--- src/rtl/wb_port_arb.sv ---
// Register-file write-port arbiter. Pipeline writebacks always own the port;
// multi-cycle (mul/div) results wait in a 2-entry in-order FIFO and drain on
// idle cycles. A starvation counter asks the pipeline for a bubble when the
// FIFO head has been blocked too long, and a pipeline write to a buffered
// register kills the stale buffered copy.
//
// Handshake: a multi-cycle result transfers on a rising edge where
// mc_valid && mc_ready; mc_ready depends only on reset and the FIFO occupancy
// at the start of the cycle, never on mc_valid or a same-cycle drain.
module wb_port_arb #(
  parameter int STARVE_LIMIT = 4
) (
  input  logic        clk,
  input  logic        rst,
  input  logic        pipe_we,
  input  logic [4:0]  pipe_waddr,
  input  logic [31:0] pipe_wdata,
  input  logic        mc_valid,
  output logic        mc_ready,
  input  logic [4:0]  mc_waddr,
  input  logic [31:0] mc_wdata,
  output logic        rf_we,
  output logic [4:0]  rf_waddr,
  output logic [31:0] rf_wdata,
  output logic        stall_o
);

  localparam logic [3:0] LIMIT = 4'(STARVE_LIMIT);

  // FIFO storage, kept compacted: slot 0 is the head, v1 implies v0.
  logic        v0, v1;
  logic [4:0]  a0, a1;
  logic [31:0] d0, d1;
  logic [3:0]  sc;

  logic        pipe_act, accept, keep, drain, kill0, s0, s1;
  logic        v0_n, v1_n;
  logic [4:0]  a0_n, a1_n;
  logic [31:0] d0_n, d1_n;
  logic [3:0]  sc_n;

  assign mc_ready = !rst && !(v0 && v1);

  // Per-cycle decisions: accept/discard, drain, kills, FIFO compaction, starvation.
  always_comb begin
    pipe_act = pipe_we && (pipe_waddr != 5'd0);
    accept   = mc_valid && mc_ready;
    keep     = accept && (mc_waddr != 5'd0) && !(pipe_act && (pipe_waddr == mc_waddr));
    drain    = !pipe_act && v0;
    kill0    = pipe_act && v0 && (a0 == pipe_waddr);
    // Survivors: the head survives only while blocked (not drained, not killed).
    s0       = v0 && pipe_act && !kill0;
    s1       = v1 && !(pipe_act && (a1 == pipe_waddr));

    v0_n = 1'b0; a0_n = a0; d0_n = d0;
    v1_n = 1'b0; a1_n = a1; d1_n = d1;
    if (s0) begin
      v0_n = 1'b1; a0_n = a0; d0_n = d0;
      if (s1) begin
        v1_n = 1'b1; a1_n = a1; d1_n = d1;
      end else if (keep) begin
        v1_n = 1'b1; a1_n = mc_waddr; d1_n = mc_wdata;
      end
    end else if (s1) begin
      v0_n = 1'b1; a0_n = a1; d0_n = d1;
      if (keep) begin
        v1_n = 1'b1; a1_n = mc_waddr; d1_n = mc_wdata;
      end
    end else if (keep) begin
      v0_n = 1'b1; a0_n = mc_waddr; d0_n = mc_wdata;
    end

    // Counts consecutive cycles in which a valid head was present but lost the port.
    if (s0) sc_n = (sc >= LIMIT) ? LIMIT : sc + 4'd1;
    else    sc_n = 4'd0;
  end

  // State and registered port outputs.
  always_ff @(posedge clk) begin
    if (rst) begin
      v0       <= 1'b0;
      v1       <= 1'b0;
      a0       <= '0;
      a1       <= '0;
      d0       <= '0;
      d1       <= '0;
      sc       <= '0;
      rf_we    <= 1'b0;
      rf_waddr <= '0;
      rf_wdata <= '0;
      stall_o  <= 1'b0;
    end else begin
      v0      <= v0_n;
      v1      <= v1_n;
      a0      <= a0_n;
      a1      <= a1_n;
      d0      <= d0_n;
      d1      <= d1_n;
      sc      <= sc_n;
      stall_o <= (sc_n >= LIMIT);
      if (pipe_act) begin
        rf_we    <= 1'b1;
        rf_waddr <= pipe_waddr;
        rf_wdata <= pipe_wdata;
      end else if (drain) begin
        rf_we    <= 1'b1;
        rf_waddr <= a0;
        rf_wdata <= d0;
      end else begin
        rf_we    <= 1'b0;
      end
    end
  end

endmodule

--- config.mk ---
export PLATFORM = sky130hd
export DESIGN_NAME = wb_port_arb
export DESIGN_NICKNAME = d
export VERILOG_FILES = /design/src/rtl/wb_port_arb.sv
export SDC_FILE = /design/constraint.sdc
export NUM_CORES = 1
export LEC_CHECK = 0
export CAP_MARGIN = 10
export CORE_ASPECT_RATIO = 1.5
export CORE_MARGIN = 8
export CORE_UTILIZATION = 30
export CTS_BUF_LIST = sky130_fd_sc_hd__clkbuf_16
export DETAILED_ROUTE_END_ITERATION = 10
export PLACE_DENSITY = 0.56
export SYNTH_ARGS = -nofsm -noshare
export SYNTH_HDL_FRONTEND = slang
export SYNTH_SLANG_ARGS = --single-unit
--- constraint.sdc ---
create_clock -name clk -period 2.7 [get_ports clk]
set_clock_uncertainty 0.1 [all_clocks]
set_input_delay 0.405 -clock clk [delete_from_list [all_inputs] [get_ports clk]]
set_output_delay 0.405 -clock clk [all_outputs]
set_load 0.02 [all_outputs]
==> qor.txt <==
Tot Pwr - 0.00492 W
Longest Clk Path Bufs - 2
RePlAce Congestion - 0.805
Post-synth top cells - 119 x dfxtp_1, 74 x mux2i_1, 39 x nor2_1
Global Route Usage Sum - 15.1%
Post-route ant nets - 0
H-tree depth - 4
Slew Limit Fails - 0
Worst path slowest cell - or4_4
Inserted Clock Buffers - 17
Die height - 186 µm
Mean area per synthesized cell - 9.66 µm²
Crit start category - primary input
HP Class - flip-flop to flip-flop
Layout Nets - 796
Final Hold Fails - 0
CP Class - primary input to flip-flop
Routed len/inst - 17.7 µm
Critical Path Sink Type - flip-flop
Largest net degree at the start of global routing - 46
Clk slew on worst S/H paths - 0.05 ns
Unique masters post-synth - 38
Number of flops mapped to enable cells by yosys - 0
Layout cells sized above 1 - 15.5%
Fin util - 42.1%
CP required - 2.95 ns
Power Density - 615 nW/µm²
Final period util - 90.7%
Core Area - 19,000 µm²
Design Area, Final - 8000 µm²
Synth Cell Area - 5750 µm²
Hold Buf Count CTS - 0
Worst hold margin - 0.329 ns
Post-synth ARST share - 0%
FF+latch count, synth - 119
Finished Layout Cells - 986
Ranking of synthesized cells by area - dfxtp_1 41%, mux2i_1 13%, mux2_2 6.3%
Post-synth top flop - dfxtp_1
DP HPWL - 12,000 µm
Die area - 23,900 µm²
Outcome - finished clean
# rows - 62
Port Buffers - 117
Vias in the first global route - 5,393
Syn Inst Count - 595
DRC - 0
Global-route wire length before repair - 28,100 µm
Io pins - 118
Final setup vio count - 0
GR Overflow Total - 0
Critical path's largest stage delay - 0.56 ns
Placed Instance Area - 7430 µm²
Clk sink count - 119
Die width - 129 µm
Sum of buffers and inverters on the critical path - 3
Sequential share of the synthesized area - 41.4%
Crit path time final - 2.45 ns
Post-CTS setup buffer count - 0
Slew headroom - 51.3%
Initial core utilization - 30.2%
Most numerous cell in the Yosys netlist - dfxtp_1
TritonRoute pass-1 iters - 6
Arr. time, crit path - 2.70 ns
IR drop worst, VDD - 0.000342 V
CP top delay family - buffers and inverters
Clock latency on the worst-skew pair - 0.42 ns
MaxCap Viol Count - 0
ANT cells - 0
Area share of the largest cell type after synthesis - 41.4%
Register-to-register setup slack - 0.45 ns
Worst slew pin tran - 0.731 ns
RSZ-0062 raised after global routing - false
Post-cts gate resize count - 0
Net Count, Synth - 674
Top cell type by total area after synthesis - dfxtp_1
Iter 0 DRT Violations - 230
Final WL - 17,500 µm
Vias per cell - 5.08
Initial antenna violation count - 0
CTS tree - built
CP dominant cell by count - buf_4
Layout area overhead - 39.2%
Worst-path maximum fanout - 24
Vias - 5,005
Ys Warns - 0
Max Fclk - 0.408 GHz
DP Cell Count - 954
Worst path cell trace - clkdlybuf4s50_1 > or4_4 > buf_4 > o21a_1 > a41oi_4 > buf_4 > o311ai_0 > a21oi_1
P_leak - 3.21 nW
Root Buffer - clkbuf_16
[cell type report]
class	instances	area, µm²
clock inverter	15	140
tap	256	320
multi-input combinational	382	3010
sequential	119	2380
inverter	37	139
fill	1838	11000
clock buffer	17	425
timing repair buffer	160	1580
[report_power, final]
| group | leakage, nW | total (W) | switching (W) | internal (W) |
|---|---|---|---|---|
| Combinational | 1.96 | 0.000807 | 0.000416 | 0.000391 |
| Clock | 0.268 | 0.00216 | 0.000822 | 0.00134 |
| Sequential | 0.978 | 0.00195 | 0.0000779 | 0.00187 |
| Total | 3.21 | 0.00492 | 0.00132 | 0.00360 |
[per-layer routing]
| metal | wire length [µm] | track usage, % | up-vias | share of wire [%] |
|---|---|---|---|---|
| met5 | 0 | 0 | - | 0 |
| met4 | 584 | 8.02 | 0 | 3.3 |
| met3 | 738 | 3.56 | 37 | 4.2 |
| met2 | 9160 | 27.3 | 129 | 52 |
| met1 | 6990 | 15.9 | 2420 | 40 |
| li1 | - | - | 2419 | - |
[worst paths after layout]
path / from / end / cells past startpoint
max: pipe_waddr[1] / d0[12] / 8
min: sc[0] / sc[0] / 1
max reg2reg: a1[3] / d1[12] / 6
min reg2reg: sc[0] / sc[0] / 1
[state kept, by name, summed over array words and instances (netlist names)]
| register | count |
|---|---|
| v1 | 1 |
| d0 | 32 |
| stall_o | 1 |
| sc | 4 |
| a1 | 5 |
| rf_wdata | 32 |
| a0 | 5 |
| d1 | 32 |
| rf_we | 1 |
| rf_waddr | 5 |
| v0 | 1 |
[layout by cell type, fill, tap and decap left out, types with 5 or more instances in the layout]
| master | count |
|---|---|
| dfxtp_1 | 118 |
| clkdlybuf4s50_1 | 116 |
| mux2i_1 | 74 |
| nor2_1 | 39 |
| inv_1 | 39 |
| a21oi_1 | 38 |
| a211oi_1 | 38 |
| nor2b_1 | 38 |
| o211ai_1 | 37 |
| o311ai_0 | 36 |
| buf_4 | 36 |
| mux2_2 | 32 |
| clkbuf_16 | 17 |
| xnor2_1 | 9 |
| buf_12 | 7 |
| xor2_1 | 6 |
| mux2_1 | 5 |
| clkinvlp_4 | 5 |
[cell families (layout without fill, tap and decap cells)]
kind of cell,count (synthesis),count (layout),synth area share [%]
AO/OA/AOI/OAI,164,164,21.0
XOR/XNOR,15,15,2.29
adder cells (fa/ha/maj),1,1,0.218
buffers and inverters,94,229,6.86
flip-flops,119,119,41.4
multiplexers,111,111,20.1
other,1,1,0.0652
AND/OR/NAND/NOR,90,90,7.95
[per-stage QoR]
stage | worst slack (ns) | TNS, ns
floorplan | 0.337 | 0
detailed placement | -0.165 | -7.62
global route | 0.0880 | 0
finish | 0.250 | 0
CTS | 0.270 | 0
global placement | -0.0866 | -4.31
No activity file was read; power rests on OpenSTA's default activity.
